## config.mk

```make
export PLATFORM = sky130hd
export DESIGN_NAME = decoder_scan_seq_flat
export DESIGN_NICKNAME = d
export VERILOG_FILES = /design/src/rtl/decoder_scan_seq_pkg.sv /design/src/rtl/decoder_scan_seq_if.sv /design/src/rtl/next_chan_find.sv /design/src/rtl/decoder_scan_seq.sv /design/src/flat_wrapper.sv
export SDC_FILE = /design/constraint.sdc
export NUM_CORES = 1
export LEC_CHECK = 0
export CAP_MARGIN = 20
export CORE_ASPECT_RATIO = 1.25
export CORE_MARGIN = 1
export CORE_UTILIZATION = 40
export CTS_CLUSTER_DIAMETER = 200
export CTS_CLUSTER_SIZE = 25
export DETAILED_ROUTE_END_ITERATION = 12
export PLACE_DENSITY = 0.59
export SYNTH_ARGS = -nofsm -noshare
export SYNTH_HDL_FRONTEND = slang
export SYNTH_HIERARCHICAL = 1
export SYNTH_SLANG_ARGS = --single-unit
```

## constraint.sdc

```tcl
create_clock -name clk -period 5.6 [get_ports clk]
set_input_delay 1.12 -clock clk [delete_from_list [all_inputs] [get_ports clk]]
set_output_delay 1.12 -clock clk [all_outputs]
set_load 0.005 [all_outputs]
```

## src/rtl/decoder_scan_seq_pkg.sv

```systemverilog
// decoder_scan_seq_pkg: shared state encoding and default widths for the channel scanner
package decoder_scan_seq_pkg;
   localparam int SEL_W_DEF   = 3;
   localparam int DWELL_W_DEF = 8;
   typedef enum logic {IDLE = 1'b0, SCAN = 1'b1} state_t;
endpackage

```

## src/rtl/decoder_scan_seq_if.sv

```systemverilog
// decoder_scan_seq_if: control and select bundle between scan controller and its user
interface decoder_scan_seq_if #(
   parameter int SEL_W   = 3,
   parameter int DWELL_W = 8
);
   logic                  start;
   logic                  stop;
   logic                  mode_cont;
   logic [DWELL_W-1:0]    dwell;
   logic [2**SEL_W-1:0]   mask;
   logic [SEL_W-1:0]      sel_out;
   logic                  sel_valid;
   logic                  busy;
   logic                  done;
   logic [7:0]            pass_cnt;
   modport master (output start, stop, mode_cont, dwell, mask,
                   input  sel_out, sel_valid, busy, done, pass_cnt);
   modport slave  (input  start, stop, mode_cont, dwell, mask,
                   output sel_out, sel_valid, busy, done, pass_cnt);
endinterface

```

## src/rtl/next_chan_find.sv

```systemverilog
// next_chan_find: next enabled channel above cur, plus lowest enabled channel in mask
import decoder_scan_seq_pkg::*;
module next_chan_find #(
   parameter int SEL_W = SEL_W_DEF
) (
   input  logic [2**SEL_W-1:0] mask,
   input  logic [SEL_W-1:0]    cur,
   output logic [SEL_W-1:0]    nxt,
   output logic                found,
   output logic [SEL_W-1:0]    first
);
   // descending scan so the last hit is the lowest qualifying channel
   always_comb begin
      nxt   = '0;
      found = 1'b0;
      first = '0;
      for (int i = 2**SEL_W-1; i >= 0; i--) begin
         if (mask[i]) first = SEL_W'(i);
         if (mask[i] && i > int'(cur)) begin
            nxt   = SEL_W'(i);
            found = 1'b1;
         end
      end
   end
endmodule

```

## src/rtl/decoder_scan_seq.sv

```systemverilog
// decoder_scan_seq: steps the decoder select through masked channels with a programmable dwell
import decoder_scan_seq_pkg::*;
module decoder_scan_seq #(
   parameter int SEL_W   = SEL_W_DEF,
   parameter int DWELL_W = DWELL_W_DEF
) (
   input logic              clk,
   input logic              rst,
   decoder_scan_seq_if.slave bus
);
   state_t               state;
   logic                 mode_q;
   logic [DWELL_W-1:0]   last_q;
   logic [DWELL_W-1:0]   cnt;
   logic [2**SEL_W-1:0]  mask_q;
   logic [SEL_W-1:0]     sel_q;
   logic                 valid_q;
   logic                 busy_q;
   logic                 done_q;
   logic [7:0]           pass_q;
   logic [2**SEL_W-1:0]  find_mask;
   logic [SEL_W-1:0]     nxt;
   logic [SEL_W-1:0]     first;
   logic                 found;
   // in IDLE the finder looks at the live mask to pick the first channel at start
   assign find_mask = (state == IDLE) ? bus.mask : mask_q;
   next_chan_find #(.SEL_W(SEL_W)) u_find (
      .mask  (find_mask),
      .cur   (sel_q),
      .nxt   (nxt),
      .found (found),
      .first (first)
   );
   // storing D-1 keeps the dwell compare inside DWELL_W bits even for dwell=max
   always_ff @(posedge clk) begin
      if (rst) begin
         state   <= IDLE;
         mode_q  <= 1'b0;
         last_q  <= '0;
         cnt     <= '0;
         mask_q  <= '0;
         sel_q   <= '0;
         valid_q <= 1'b0;
         busy_q  <= 1'b0;
         done_q  <= 1'b0;
         pass_q  <= '0;
      end else begin
         done_q <= 1'b0;
         if (state == IDLE) begin
            if (bus.start && !bus.stop && |bus.mask) begin
               state   <= SCAN;
               mode_q  <= bus.mode_cont;
               last_q  <= (bus.dwell == '0) ? '0 : bus.dwell - 1'b1;
               mask_q  <= bus.mask;
               cnt     <= '0;
               pass_q  <= '0;
               sel_q   <= first;
               valid_q <= 1'b1;
               busy_q  <= 1'b1;
            end
         end else if (bus.stop) begin
            state   <= IDLE;
            sel_q   <= '0;
            valid_q <= 1'b0;
            busy_q  <= 1'b0;
         end else if (cnt == last_q) begin
            cnt <= '0;
            if (found) begin
               sel_q <= nxt;
            end else begin
               pass_q <= pass_q + 8'd1;
               if (mode_q) begin
                  sel_q <= first;
               end else begin
                  state   <= IDLE;
                  sel_q   <= '0;
                  valid_q <= 1'b0;
                  busy_q  <= 1'b0;
                  done_q  <= 1'b1;
               end
            end
         end else begin
            cnt <= cnt + 1'b1;
         end
      end
   end
   assign bus.sel_out   = sel_q;
   assign bus.sel_valid = valid_q;
   assign bus.busy      = busy_q;
   assign bus.done      = done_q;
   assign bus.pass_cnt  = pass_q;
endmodule

```

## src/flat_wrapper.sv

```systemverilog
// flat-port wrapper written by rule: the top's interface ports become plain ports
module decoder_scan_seq_flat 
#(
   parameter int SEL_W   = SEL_W_DEF,
   parameter int DWELL_W = DWELL_W_DEF
)
  (clk, rst, bus_start, bus_stop, bus_mode_cont, bus_dwell, bus_mask, bus_sel_out, bus_sel_valid, bus_busy, bus_done, bus_pass_cnt);
  decoder_scan_seq_if #(.SEL_W(SEL_W), .DWELL_W(DWELL_W)) bus_i ();
  input logic clk;
  input logic rst;
  input wire logic [$bits(bus_i.start)-1:0] bus_start;
  input wire logic [$bits(bus_i.stop)-1:0] bus_stop;
  input wire logic [$bits(bus_i.mode_cont)-1:0] bus_mode_cont;
  input wire logic [$bits(bus_i.dwell)-1:0] bus_dwell;
  input wire logic [$bits(bus_i.mask)-1:0] bus_mask;
  output wire logic [$bits(bus_i.sel_out)-1:0] bus_sel_out;
  output wire logic [$bits(bus_i.sel_valid)-1:0] bus_sel_valid;
  output wire logic [$bits(bus_i.busy)-1:0] bus_busy;
  output wire logic [$bits(bus_i.done)-1:0] bus_done;
  output wire logic [$bits(bus_i.pass_cnt)-1:0] bus_pass_cnt;
  assign bus_i.start = bus_start;
  assign bus_i.stop = bus_stop;
  assign bus_i.mode_cont = bus_mode_cont;
  assign bus_i.dwell = bus_dwell;
  assign bus_i.mask = bus_mask;
  assign bus_sel_out = bus_i.sel_out;
  assign bus_sel_valid = bus_i.sel_valid;
  assign bus_busy = bus_i.busy;
  assign bus_done = bus_i.done;
  assign bus_pass_cnt = bus_i.pass_cnt;
  decoder_scan_seq #(.SEL_W(SEL_W), .DWELL_W(DWELL_W)) u_core (.clk(clk), .rst(rst), .bus(bus_i));
endmodule
```

# [Word-level counts from Yosys, hierarchy flattened]
# Index checks and enable logic that the tools add are counted.
# W data, S select, Z words.
[totals] ff_bits=39 latchBits=0 mem_bits_rw=0 romBits=0 out_inout_bits=14 word_cells=98 n_memories=0
[op_classes] n_addsub=3 mul=0 n_div=0 order_cmp=7 n_eq_ne=7 shift=0 mux=51 bitwise_logic=2 n_reduce_logical=19
[ops] operator="$mux W8" n=10
[ops] operator="$mux W3" n=21
[ops] operator="$mux W1" n=20
[ops] operator="$add A8 B1 Y8 const B" n=2
[ops] operator="$gt A3 B3 Y1 const A" n=4
[ops] operator="$logic_and A1 B1 Y1" n=9
[ops] operator="$ne A3 B3 Y1 const B" n=3
[ops] operator="$eq A8 B8 Y1" n=1
[ops] operator="$logic_not A8 Y1" n=1
[ops] operator="$reduce_and A4 Y1" n=2
[ops] operator="$reduce_or A8 Y1" n=1
[ops] operator="$sub A8 B1 Y8 const B" n=1
[ops] operator="$gt A2 B3 Y1 const A" n=2
[ops] operator="$ne A2 B2 Y1 const B" n=3
[ops] operator="$reduce_and A2 Y1" n=3
[ops] operator="$reduce_or A5 Y1" n=1
[ops] operator="$gt A1 B3 Y1 const A" n=1
[ops] operator="$not A1 Y1" n=2
[ops] operator="$reduce_bool A2 Y1" n=1
[ops] operator="$logic_not A1 Y1" n=1

# [Logic depth before layout (Yosys ltp)]
[depth] word_depth=14 mapped_depth=11

# [Cells and area by module]
# The synthesis kept the hierarchy.
[modules_own_cells] mod="decoder_scan_seq" n_inst=1 cells_per_inst=247 area_each_um2=2093.3
[modules_own_cells] mod="next_chan_find" n_inst=1 cells_per_inst=39 area_each_um2=220.2

# [Worst setup path before layout]
# Ideal clock, no wire load.
[synth_path] path_type="input -> register" startpoint="input bus_mask[1]" endpoint="register u_core.pass_q[7] (netlist: u_core/bus.pass_cnt[7])" setup_time_ns=0.069 t_arrival_ns=2.914 t_required_ns=5.531 slack_ns=2.617 path_stages=9 path_buffers=0 cell_sequence="mux2_2 -> nor2b_1 -> o21bai_1 -> a21oi_1 -> nand3b_1 -> nor2_1 -> nand4b_2 -> or4_1 -> o21ai_1"
[synth_via] elab_chain_len=5 elab_cells_between_ends=8 cone_classes="1 x eq/ne; 2 x mux; 5 x reduce/logical"
[synth_lines] item="from (decl)" line="flat_wrapper.sv:15" rtl="input wire logic [$bits(bus_i.mask)-1:0] bus_mask;"
[synth_lines] item="$mux W8" line="decoder_scan_seq.sv:26" rtl="assign find_mask = (state == IDLE) ? bus.mask : mask_q;"
[synth_lines] item="$logic_and A1 B1 Y1" line="next_chan_find.sv:19" rtl="if (mask[i] && i > int'(cur)) begin"
[synth_lines] item="$mux W1" line="next_chan_find.sv:19"
[synth_lines] item="named net u_core.found" line="decoder_scan_seq.sv:24" rtl="logic found;"
[synth_lines] item="$ne A2 B2 Y1 (no source line)"
[synth_lines] item="$reduce_and A4 Y1 (no source line)"
[synth_lines] item="to (signal assigned)" line="decoder_scan_seq.sv:71" rtl="pass_q <= pass_q + 8'd1;"
[synth_lines] item="to (decl)" line="decoder_scan_seq.sv:20" rtl="logic [7:0] pass_q;"
# The timed path passes the listed nets, and every way through them passes these cells.
# A chain may end at the register's enable or synchronous reset.

# [Worst setup path in the final report]
[layout_path] startpoint="input bus_mask[1]" endpoint="register u_core.pass_q[7] (netlist: u_core/bus.pass_cnt[7])"
[layout_via] elab_chain_len=5 elab_cells_between_ends=8 cone_classes="1 x eq/ne; 2 x mux; 5 x reduce/logical"
[layout_lines] item="$mux W8" line="decoder_scan_seq.sv:26"
[layout_lines] item="named net u_core.find_mask[1]" line="decoder_scan_seq.sv:21" rtl="logic [2**SEL_W-1:0] find_mask;"
[layout_lines] item="$logic_and A1 B1 Y1" line="next_chan_find.sv:19"
[layout_lines] item="$mux W1" line="next_chan_find.sv:19"
[layout_lines] item="named net u_core.found" line="decoder_scan_seq.sv:24"
[layout_lines] item="$ne A2 B2 Y1 (no source line)"
[layout_lines] item="$reduce_and A4 Y1 (no source line)"
# The timed path passes the listed nets, and every way through them passes these cells.

==> results.py <==
metrics = {
    "worst_setup_path": {
        "rrSetupSlack_ns": 2.63,
        "worst-path-max-fanout": 8,
        "setup.worst_path.class": "in2reg",
        "r2r_end": "u_core/bus.pass_cnt[7]$_SDFFE_PP0P_",
        "startpoint_type": "primary input",
        "cp-startpoint": "bus_mask[1]",
        "end_kind": "flip-flop",
        "r2r_start": "u_core/state$_SDFF_PP0_",
        "ff2ff_path_depth": 8,
        "cp.arrival_ns": 3.62,
        "crit_required_ns": 5.83,
    },
    "synth": {
        "yosys_warnings": 6,
        "seq_area_frac_synth": 0.337,
        "ys_types": 53,
        "synthArstFlopShare": 0,
        "ys_ff_latch": 39,
        "synth_edf_count": 0,
        "synth_area_sq_um": 2310,
        "avgSynthCellArea_sq_um": 8.09,
        "synth_nets": 311,
        "synth_cells": 286,
        "synthFlopType": "dfxtp_1",
    },
    "hold_path": {
        "hold_end": "u_core/mask_q[7]$_SDFFE_PP0P_",
        "hold_path.class": "reg2reg",
        "whs_path_depth": 2,
        "hp-start": "u_core/mask_q[7]$_SDFFE_PP0P_",
    },
    "detailed_routing": {
        "drt_wl_total_mm": 5.55,
        "drtPass1Iterations": 4,
        "wl_per_cell_microns": 14.5,
        "vias_per_cell": 5.46,
        "drt_iter0_markers": 80,
        "antenna_left": 0,
        "vias": 2098,
        "drc": 0,
    },
    "place": {
        "place_congestion": 0.866,
        "placed_cell_area_sq_um": 2710,
        "place_ws_ns": 1.92,
        "placed_cells": 376,
        "io_buffers": 34,
        "place_hpwl_mm": 4.08,
    },
    "sta": {
        "fin_setup_tns_ns": 0,
        "worst_hold_slack_ns": 0.456,
        "maxSlewViolCount": 0,
        "period_share": 0.606,
        "finalSetupViolations": 0,
        "worst_slew_margin_rel": 0.491,
        "rsz0062_at_grt": "false",
        "final_hold_viol_count": 0,
        "timing.fmax_mhz": 295,
        "tightest_slew_ns": 0.762,
        "period_minus_slack_ns": 3.39,
        "setup_slack_ns": 2.21,
        "fin_skew_ns": 0.00465,
    },
    "layout": {
        "fin_cells": 384,
        "final_nets": 344,
        "n_antenna_cell": 0,
        "mostFrequentLayoutCells": "dfxtp_1 (39), clkdlybuf4s50_1 (34), nand2_1 (34)",
        "syn_to_final_growth_pct": 22.2,
        "final_common_cell": "dfxtp_1",
        "final_cell_area_sq_um": 2830,
        "drive_above_1_share": 0.0844,
    },
    "floorplanning": {
        "die_h_microns": 87.0,
        "die_width_microns": 70.0,
        "placementRows": 30,
        "design.die.area_sq_um": 6090,
        "coreArea_sq_um": 5520,
        "start_util": 0.419,
        "io_pins": 35,
    },
    "clock_network": {
        "cts_root_buffer": "clkbuf_8",
        "cts_num_sinks": 39,
        "clk-insertion-delay-late_ns": 0.29,
        "max-clock-path-buffers": 2,
        "hold_buffers": 0,
        "cts-buffers-inserted": 5,
        "postCtsSetupRepairBufs": 0,
        "htree_levels": 2,
        "cts_tree": "yes",
        "cts_resized": 0,
        "clkSlewWorstSetupHoldPaths_ns": 0.08,
    },
    "power": {
        "worst_ir_drop_vdd_v": 0.000127,
        "p_per_area_nw_per_um2": 236,
        "p_leak_nw": 1.08,
    },
    "global_routing": {
        "grt_max_degree": 39,
        "grt_pass1_vias": 2054,
        "track_usage": 0.194,
        "grt_pass1_wl_mm": 9.42,
        "overflow": 0,
        "antenna_found_initial": 0,
    },
    "outcome": {
        "status": "finished, final reports clean",
    },
    "flow_run": {
        "maxCapViolations": 0,
    },
}
[cell type report]
| type | count | area [sq um] |
|---|---|---|
| Sequential cell | 39 | 781 |
| Clock buffer | 6 | 82.6 |
| Clock inverter | 2 | 35.0 |
| Tap cell | 64 | 80.1 |
| Inverter | 11 | 41.3 |
| Fill cell | 548 | 2690 |
| Timing Repair Buffer | 37 | 363 |
| Multi-Input combinational cell | 225 | 1450 |
[worst max path at each step]
stage	to	slack, ns	cells past startpoint
finish	u_core/bus.pass_cnt[7]$_SDFFE_PP0P_	2.21	10
detailed placement	u_core/bus.pass_cnt[7]$_SDFFE_PP0P_	1.92	10
CTS	u_core/bus.pass_cnt[7]$_SDFFE_PP0P_	2.23	10
global route	u_core/bus.pass_cnt[7]$_SDFFE_PP0P_	1.94	10
global placement	u_core/bus.pass_cnt[7]$_SDFFE_PP0P_	1.94	10
floorplan	u_core/bus.pass_cnt[7]$_SDFFE_PP0P_	2.62	9
[layer usage]
layer  routed length, microns  vias up  share of wire  track usage
met5                        0        -              0            0
met4                       57        0          0.010       0.0673
met3                      178        4          0.032       0.0359
met2                     2920       45           0.53        0.362
met1                     2390      961           0.43        0.221
li1                         -     1088              -            -
[sequential cells by signal, summed over array words and instances (netlist names)]
| register | cells |
|---|---|
| u_core/mask_q | 8 |
| u_core/bus.busy | 1 |
| u_core/bus.pass_cnt | 8 |
| u_core/cnt | 8 |
| u_core/state | 1 |
| u_core/last_q | 8 |
| u_core/bus.sel_out | 3 |
| u_core/bus.done | 1 |
| u_core/mode_q | 1 |
[stage by stage]
stage	total power, W	utilization
final	0.000669	0.512
after global routing	0.000706	0.512
after CTS	0.000680	0.512
after detailed placement	0.000432	0.491
after global placement	0.000432	0.491
after floorplan	0.000387	-
[power by group]
group	internal [W]	switching, W
registers	0.000287	0.0000126
logic	0.0000608	0.0000644
clock network	0.000144	0.0000994
[kinds of logic (layout without fill, tap and decap cells)]
group | after synthesis | after routing | share of synthesized area
AO/OA/AOI/OAI | 77 | 77 | 0.221
XOR/XNOR | 15 | 15 | 0.0568
adder cells (fa/ha/maj) | 4 | 4 | 0.0216
buffers and inverters | 22 | 56 | 0.0379
flip-flops | 39 | 39 | 0.337
multiplexers | 12 | 12 | 0.0568
AND/OR/NAND/NOR | 117 | 117 | 0.268
[cells in the mapped netlist (all sizes together) (4+ instances only)]
| cell type | n | share of area |
|---|---|---|
| o21ai | 13 | 0.028 |
| nand3 | 10 | 0.022 |
| or3 | 5 | 0.014 |
| clkbuf | 8 | 0.013 |
| nand2b | 11 | 0.030 |
| nand2 | 34 | 0.055 |
| ha | 4 | 0.022 |
| nor2 | 26 | 0.042 |
| a21oi | 24 | 0.052 |
| nor2b | 6 | 0.016 |
| a22oi | 13 | 0.042 |
| nor3 | 6 | 0.013 |
| xor2 | 12 | 0.045 |
| dfxtp | 39 | 0.34 |
| mux2 | 9 | 0.044 |
| nor4 | 5 | 0.027 |
| inv | 11 | 0.018 |
[worst max-delay path, cell delays in order]
cell and delay, ns:
clkdlybuf4s50_1 0.44, mux2_2 0.32, nor2b_1 0.14, o21bai_1 0.12, a21oi_1 0.09, nand3b_1 0.27
nor2_1 0.23, nand4b_2 0.24, or4_1 0.56, o21ai_1 0.08
Note: power is estimated with default switching activity, not from simulation.
